### src/rtl/vx_fill_assembler_pkg.sv
// VX_fill_pkg: shared types and helpers for the fill assembler.
//   fill_state_e      : assembler FSM states
//   fill_beats()      : beats per line from line bytes and beat width
//   fill_cnt_width()  : beat counter width, never less than 1 bit
package VX_fill_pkg;

  typedef enum logic [1:0] {
    IDLE    = 2'd0,
    COLLECT = 2'd1,
    FULL    = 2'd2
  } fill_state_e;

  function automatic int fill_beats(input int line_bytes, input int mem_width);
    return (line_bytes * 8) / mem_width;
  endfunction

  function automatic int fill_cnt_width(input int beats);
    return (beats > 1) ? $clog2(beats) : 1;
  endfunction

endpackage

### src/rtl/vx_fill_assembler.sv
// vx_fill_assembler: gathers MEM_DATA_WIDTH memory-response beats into one
// cache line and hands it to the bank as a single fill (data + tag).
//
// Ports
//   clk, reset                 clock, async active-high reset
//   mem_rsp_valid/data/tag     incoming beat
//   mem_rsp_ready              beat accepted when high with valid
//   fill_valid/data/tag        assembled line, tag from the first beat
//   fill_ready                 bank consumes the line
//   tag_err                    sticky beat-tag mismatch flag
//
// Build option: define FILL_TAG_CHECK_EN to compare every later beat's tag
// against the captured tag; otherwise tag_err is tied low.
//
// state   | meaning
// IDLE    | no beats held
// COLLECT | 1..BEATS-1 beats held
// FULL    | line presented on fill_*
module vx_fill_assembler
  import VX_fill_pkg::*;
#(
  parameter int CACHE_LINE_SIZE = 64,
  parameter int MEM_DATA_WIDTH  = 128,
  parameter int TAG_WIDTH       = 8
) (
  input  logic                         clk,
  input  logic                         reset,
  input  logic                         mem_rsp_valid,
  input  logic [MEM_DATA_WIDTH-1:0]    mem_rsp_data,
  input  logic [TAG_WIDTH-1:0]         mem_rsp_tag,
  output logic                         mem_rsp_ready,
  output logic                         fill_valid,
  output logic [CACHE_LINE_SIZE*8-1:0] fill_data,
  output logic [TAG_WIDTH-1:0]         fill_tag,
  input  logic                         fill_ready,
  output logic                         tag_err
);

  localparam int LINE_W = CACHE_LINE_SIZE * 8;
  localparam int BEATS  = fill_beats(CACHE_LINE_SIZE, MEM_DATA_WIDTH);
  localparam int CNT_W  = fill_cnt_width(BEATS);

  if ((LINE_W % MEM_DATA_WIDTH) != 0 || MEM_DATA_WIDTH > LINE_W) begin : g_bad_cfg
    $error("vx_fill_assembler: line width %0d is not a multiple of MEM_DATA_WIDTH %0d",
           LINE_W, MEM_DATA_WIDTH);
  end

  fill_state_e state, state_n;
  logic [CNT_W-1:0] cnt, cnt_n;
  logic [LINE_W-1:0] line_r;
  logic [TAG_WIDTH-1:0] tag_r;
  logic accept;
  logic [CNT_W-1:0] wr_idx;

  assign fill_valid    = (state == FULL);
  assign mem_rsp_ready = ~fill_valid | fill_ready;
  assign accept        = mem_rsp_valid & mem_rsp_ready;
  assign fill_data     = line_r;
  assign fill_tag      = tag_r;

  // Only COLLECT writes at the counter; a beat taken in IDLE or in the
  // consume cycle of FULL always starts a new line at word 0.
  assign wr_idx = (state == COLLECT) ? cnt : '0;

  always_comb begin
    state_n = state;
    cnt_n   = cnt;
    case (state)
      IDLE, FULL: begin
        if (state == IDLE || fill_ready) begin
          state_n = IDLE;
          if (accept) begin
            if (BEATS == 1) begin
              state_n = FULL;
            end else begin
              state_n = COLLECT;
              cnt_n   = CNT_W'(1);
            end
          end
        end
      end
      COLLECT: begin
        if (accept) begin
          if (cnt == CNT_W'(BEATS - 1)) begin
            state_n = FULL;
            cnt_n   = '0;
          end else begin
            cnt_n = cnt + CNT_W'(1);
          end
        end
      end
      default: begin
        state_n = IDLE;
        cnt_n   = '0;
      end
    endcase
  end

  always_ff @(posedge clk or posedge reset) begin
    if (reset) begin
      state <= IDLE;
      cnt   <= '0;
    end else begin
      state <= state_n;
      cnt   <= cnt_n;
    end
  end

  // Line buffer and tag are not reset; they are only observed with fill_valid.
  always_ff @(posedge clk) begin
    if (accept) begin
      for (int i = 0; i < BEATS; i++) begin
        if (wr_idx == CNT_W'(i)) begin
          line_r[i*MEM_DATA_WIDTH +: MEM_DATA_WIDTH] <= mem_rsp_data;
        end
      end
      if (state != COLLECT) begin
        tag_r <= mem_rsp_tag;
      end
    end
  end

`ifdef FILL_TAG_CHECK_EN
  logic tag_err_r;

  always_ff @(posedge clk or posedge reset) begin
    if (reset) begin
      tag_err_r <= 1'b0;
    end else if (accept && state == COLLECT && mem_rsp_tag != tag_r) begin
      tag_err_r <= 1'b1;
    end
  end

  assign tag_err = tag_err_r;
`else
  assign tag_err = 1'b0;
`endif

endmodule

### config.mk
export PLATFORM = sky130hd
export DESIGN_NAME = vx_fill_assembler
export DESIGN_NICKNAME = d
export VERILOG_FILES = /design/src/rtl/vx_fill_assembler_pkg.sv /design/src/rtl/vx_fill_assembler.sv
export SDC_FILE = /design/constraint.sdc
export NUM_CORES = 1
export LEC_CHECK = 0
export CAP_MARGIN = 20
export CORE_AREA = 2 2 255 257
export CTS_CLUSTER_SIZE = 40
export DETAILED_ROUTE_END_ITERATION = 8
export DIE_AREA = 0 0 257 259
export PLACE_DENSITY = 0.51
export RECOVER_POWER = 25
export SYNTH_ARGS = -nofsm -noshare
export SYNTH_HDL_FRONTEND = slang
export SYNTH_SLANG_ARGS = --single-unit
### constraint.sdc
create_clock -name clk -period 13 [get_ports clk]
set_input_delay 1.3 -clock clk [delete_from_list [all_inputs] [get_ports clk]]
set_output_delay 1.3 -clock clk [all_outputs]
set_load 0.03 [all_outputs]
-- After elaboration in Yosys (flattened, before gate mapping)
Index checks and enable logic that the tools add are counted.
- register bits after elaboration: 524
- input port bits: 140
- output and inout bits: 523
- word-level logic and storage cells: 44
- $add $sub $neg: 1
- eq/ne operators: 11
- multiplexer cells: 11
- bitwise gates (word level): 3
- reductions and logical operators: 11
- operators by type and width (operator ; count):
    $mux W2 ; 8
    $reduce_and A2 Y1 ; 5
    $eq A2 B2 Y1 const B ; 4
    $pmux W2 S2 ; 2
    $ne A2 B2 Y1 const B ; 3
    $reduce_and A3 Y1 ; 2
    $eq A2 B1 Y1 const B ; 2
    $logic_not A2 Y1 ; 2
    $ne A2 B1 Y1 const B ; 2
    $add A2 B1 Y2 const B ; 1
    $reduce_or A2 Y1 ; 1
    $and A1 B1 Y1 ; 1
    $logic_or A1 B1 Y1 ; 1
    $mux W1 ; 1
    $not A1 Y1 ; 1
    $or A1 B1 Y1 ; 1

-- Depth between registers and ports, before layout
- depth after elaboration: 7
- depth in mapped cells: 4
- mapped depth without buffers: 4

-- Worst setup path before layout
OpenSTA, ideal clock, no wires.
- path kind: input-to-reg
- start point: input port mem_rsp_valid
- end point: register line_r[128], in the netlist fill_data[128], enable pin
- setup time: 929 ps
- arrival time: 13601 ps
- data required time: 12071 ps
- setup slack: -1530 ps
- stages: 3
- path buffers: 1
- path through: buf_2 -> nand2_1 -> nor4_1
- cells in the longest elaborated chain, start to end: 2
- ends and longest elaborated chain (item ; RTL line ; text):
    start: declaration ; vx_fill_assembler.sv:28 ; input logic mem_rsp_valid,
    $and A1 B1 Y1 ; vx_fill_assembler.sv:57 ; assign accept = mem_rsp_valid & mem_rsp_ready;
    $reduce_and A2 Y1 (no line) ; -- ;
    end signal: indexed assignment ; vx_fill_assembler.sv:114 ; line_r[i*MEM_DATA_WIDTH +: MEM_DATA_WIDTH] <= mem_rsp_data;
    end: declaration ; vx_fill_assembler.sv:50 ; logic [LINE_W-1:0] line_r;
Every way passes these cells.
A chain may end at the register's enable or synchronous reset.

-- Worst setup path after layout
- start point: input port fill_ready
- end point: output port mem_rsp_ready
- cells in the longest elaborated chain, start to end: 1
- ends and longest elaborated chain (item ; RTL line ; text):
    start: declaration ; vx_fill_assembler.sv:35 ; input logic fill_ready,
    $or A1 B1 Y1 ; vx_fill_assembler.sv:56 ; assign mem_rsp_ready = ~fill_valid | fill_ready;
    end: declaration ; vx_fill_assembler.sv:31 ; output logic mem_rsp_ready,
Every way passes these cells.

==> results.md <==
* Outcome: finished, final reports clean
* Worst path slowest cell: clkdlybuf4s50_1
* First-pass iteration count of the detailed router at 4
* Critical path required time at 11.70 ns
* P&R area growth vs syn at 59.47%
* Clk_skew at about 0.020 ns
* Post-Route WL at around 46,000 um
* Internal at 3527 uW
* First DRT Iteration DRCs at around 440
* CORE AREA at 0.06388 sq mm
* Max_slew headroom at 0.3209
* Register bit total from synthesis at between 500 and 600
* Clk_lat worst skew at around 0.60 ns
* Clock Pin Slew Worst Setup and Hold Paths at ~0.060 ns
* Post-synthesis simple-gate area fraction at 0.005344
* Cell taking the most area after synthesis: edfxtp_1
* GR Layer Usage met1 at 0.1418
* Ys Warns at 0
* Tmin final at just over 4 ns
* Placed insts at about 2,100
* Largest net degree at the start of global routing at 64
* Vias in the first global route at 8,562
* Switching Share at 0.3117
* Leakage at around 0.0084 uW
* ANT nets after route at 0
* Max Cap Viol at 0
* Count of cell types in the netlist at 22
* Io pins at 663
* Xor and xnor area share after synthesis at 0
* DP Worst Slack at roughly 8.7 ns
* Pwr dens at between 200 and 250 mW/mm^2
* Crit path largest cell delay at approximately 0.6 ns
* Drt drc at 0
* Share of layout cells above drive strength 1 at 0.06863
* Synthesized cell area at 0.01592 sq mm
* Register share of total power at 0.451
* Top cells by instance count after synthesis: 520 x edfxtp_1, 5 x inv_1, 5 x nor2_1
* CTS Buf Count at between 50 and 60
* Adder-Cell Fraction of Synth Area at 0.0007859
* Unrepaired setup endpoints after global routing: no
* Hold buffer count at cts at 0
* CP Buf/Inv Count at 2
* Setup-failing EPs final at 0
* Ys async rst share at 0.007634
* Worst setup EP type: output port
* CP startpoint kind: primary input
* M3 GR Usage at 0.04853
* Final net count at roughly 1,400
* Final Hold Vio Count at 0
* Initial core utilization at 0.2492
* Critical path, cell by cell: clkdlybuf4s50_1 > or3b_4 > clkdlybuf4s50_1
* Root buf cell: clkbuf_16
* Synth Area in Compound Gates at 0.003929
* Clock sinks at 524
* Gpl congestion at ~0.8
* Die X at around 260 um
* Clk network pwr share at 0.290
* EDFF count, synth at 520
* Fin Setup TNS at 0 ns
* Htree depth at 2
* Slew @ Worst Pin at just over 1 ns
* WL/cell at between 20 and 25 um
* HP Class: reg2reg
* Mux contribution to synthesized area at 0
* Main combinational cell family by area after synthesis: simple AND/OR/NAND/NOR gates
* NetSw at 1597 uW
* Count leader, synth: edfxtp_1
* Non-Filler Instances at about 2,200
* Vias/cell at between 3 and 4
* Full die area at around 0.067 sq mm
* Total vias in the final route at 8,398
* Slew Limit Fails at 0
* Final Power at a little over 5000 uW
* Port buffer count at 661
* FILL cells at 5,722
* Met2 usage at 0.2329
* Delay-heaviest family, CP: buffers and inverters
* Achievable frequency at approximately 0.25 GHz
* Worst Path Class, Setup: in2out
* Post-CTS setup buffers at 0
* Post-synthesis cell count at around 560
* Initial antenna violation count at 6
* Synthesized area per cell at between 20 and 30 sq um
* First-pass GRT wire length at roughly 63,000 um
* Top cells by area, synth: edfxtp_1 98%, dfrtp_1 0.63%, inv_1 0.12%
* Arrival time worst endpoint at roughly 2.8 ns
* Primary FF master, synth: edfxtp_1
* Most used routing layer in global routing: met2
* Std cell rows at between 90 and 100
* Post-synthesis sequential area ratio at 0.9870
* FF-to-FF setup slack at between 10 and 15 ns
* CTS max path bufs at 3
* Comb pwr share at 0.259
* CTS tree: done
* Worst VDD drop at between 0.15 and 0.2 mV
* Crit-path max FO at 4
* Share of the synthesized area in the top cell type at 0.9807
* Worst path most repeated cell: clkdlybuf4s50_1
* Total gr overflow at 0
* CTS resizes at 0
* HPWL after DPL at roughly 32,000 um
* Syn nets at between 600 and 700
* Final Cycle Share at 0.3134
* Die Y-Extent at around 260 um
* Total GRT Usage at 0.1307
* Worst setup margin at slightly below 9 ns
## worst paths after layout
check                           cells past startpoint       start        endpoint
worst max-delay path                                3  fill_ready   mem_rsp_ready
worst min-delay path                                1    state[1]        state[1]
worst max register to register                      3    state[0]  fill_data[248]
worst min register to register                      1    state[1]        state[1]
max in group asynchronous                           2       reset          cnt[0]
min in group asynchronous                           2       reset        state[0]
## state kept, by name, indices dropped and copies added, names as in the netlist
register and cells:
state 2, fill_tag 8, fill_data 512, cnt 2
## cells by family after synthesis
family,after synthesis
AOI/OAI and AO/OA,9
adders and majority gates,1
buffers and inverters,8
DFF,524
other,1
and+or+nand+nor,15
## power groups by stage
stage	Combinational [uW]	Clock [uW]	Sequential (uW)
global route	1380	1600	2340
detailed placement	1360	0	2350
finish	1330	1490	2310
floorplan	148	0	2930
CTS	1360	1530	2310
global placement	1360	0	2340
## per-layer routing
metal	part of all wire	wire, um
met3	0.085	3892
met5	0.0013	60
met1	0.36	16210
met4	0.030	1370
met2	0.53	24030
## through the flow
step                utilization  cell area [sq um]  hold WS (ns)
global route             0.3974              25390        0.6332
floorplan                     -              15930        0.5151
global placement         0.3707              23680        0.5865
finish                   0.3975              25390        0.6145
CTS                      0.3974              25390        0.6151
detailed placement       0.3707              23680        0.6066
## final cells by class
| type | instances | area (sq um) | area share |
|---|---|---|---|
| Antenna cell | 2 | 5.005 | 0.0001971 |
| Inverter | 5 | 18.77 | 0.0007392 |
| Clock inverter | 32 | 251.5 | 0.009905 |
| Sequential cell | 524 | 15720 | 0.6189 |
| Clock buffer | 70 | 1454 | 0.05726 |
| Timing Repair Buffer | 669 | 6676 | 0.2629 |
| Tap cell | 855 | 1070 | 0.04213 |
| Multi-Input combinational cell | 26 | 200.2 | 0.007884 |
## placed cells by master, fill, tap and decap left out, types with 2 or more instances in the layout
cell type	instances
clkdlybuf4s50_1	556
edfxtp_1	520
dlygate4sd3_1	105
clkbuf_16	56
clkbuf_1	14
clkinv_1	12
clkinv_2	10
buf_4	8
inv_1	5
dfrtp_1	4
o21ai_0	3
nor2_1	3
inv_6	3
bufinv_16	3
diode_2	2
nand3_1	2
o21ai_1	2
nor2b_1	2
nand2_1	2
nor2_4	2
clkinvlp_4	2
No activity file was read; power rests on OpenSTA's default activity.
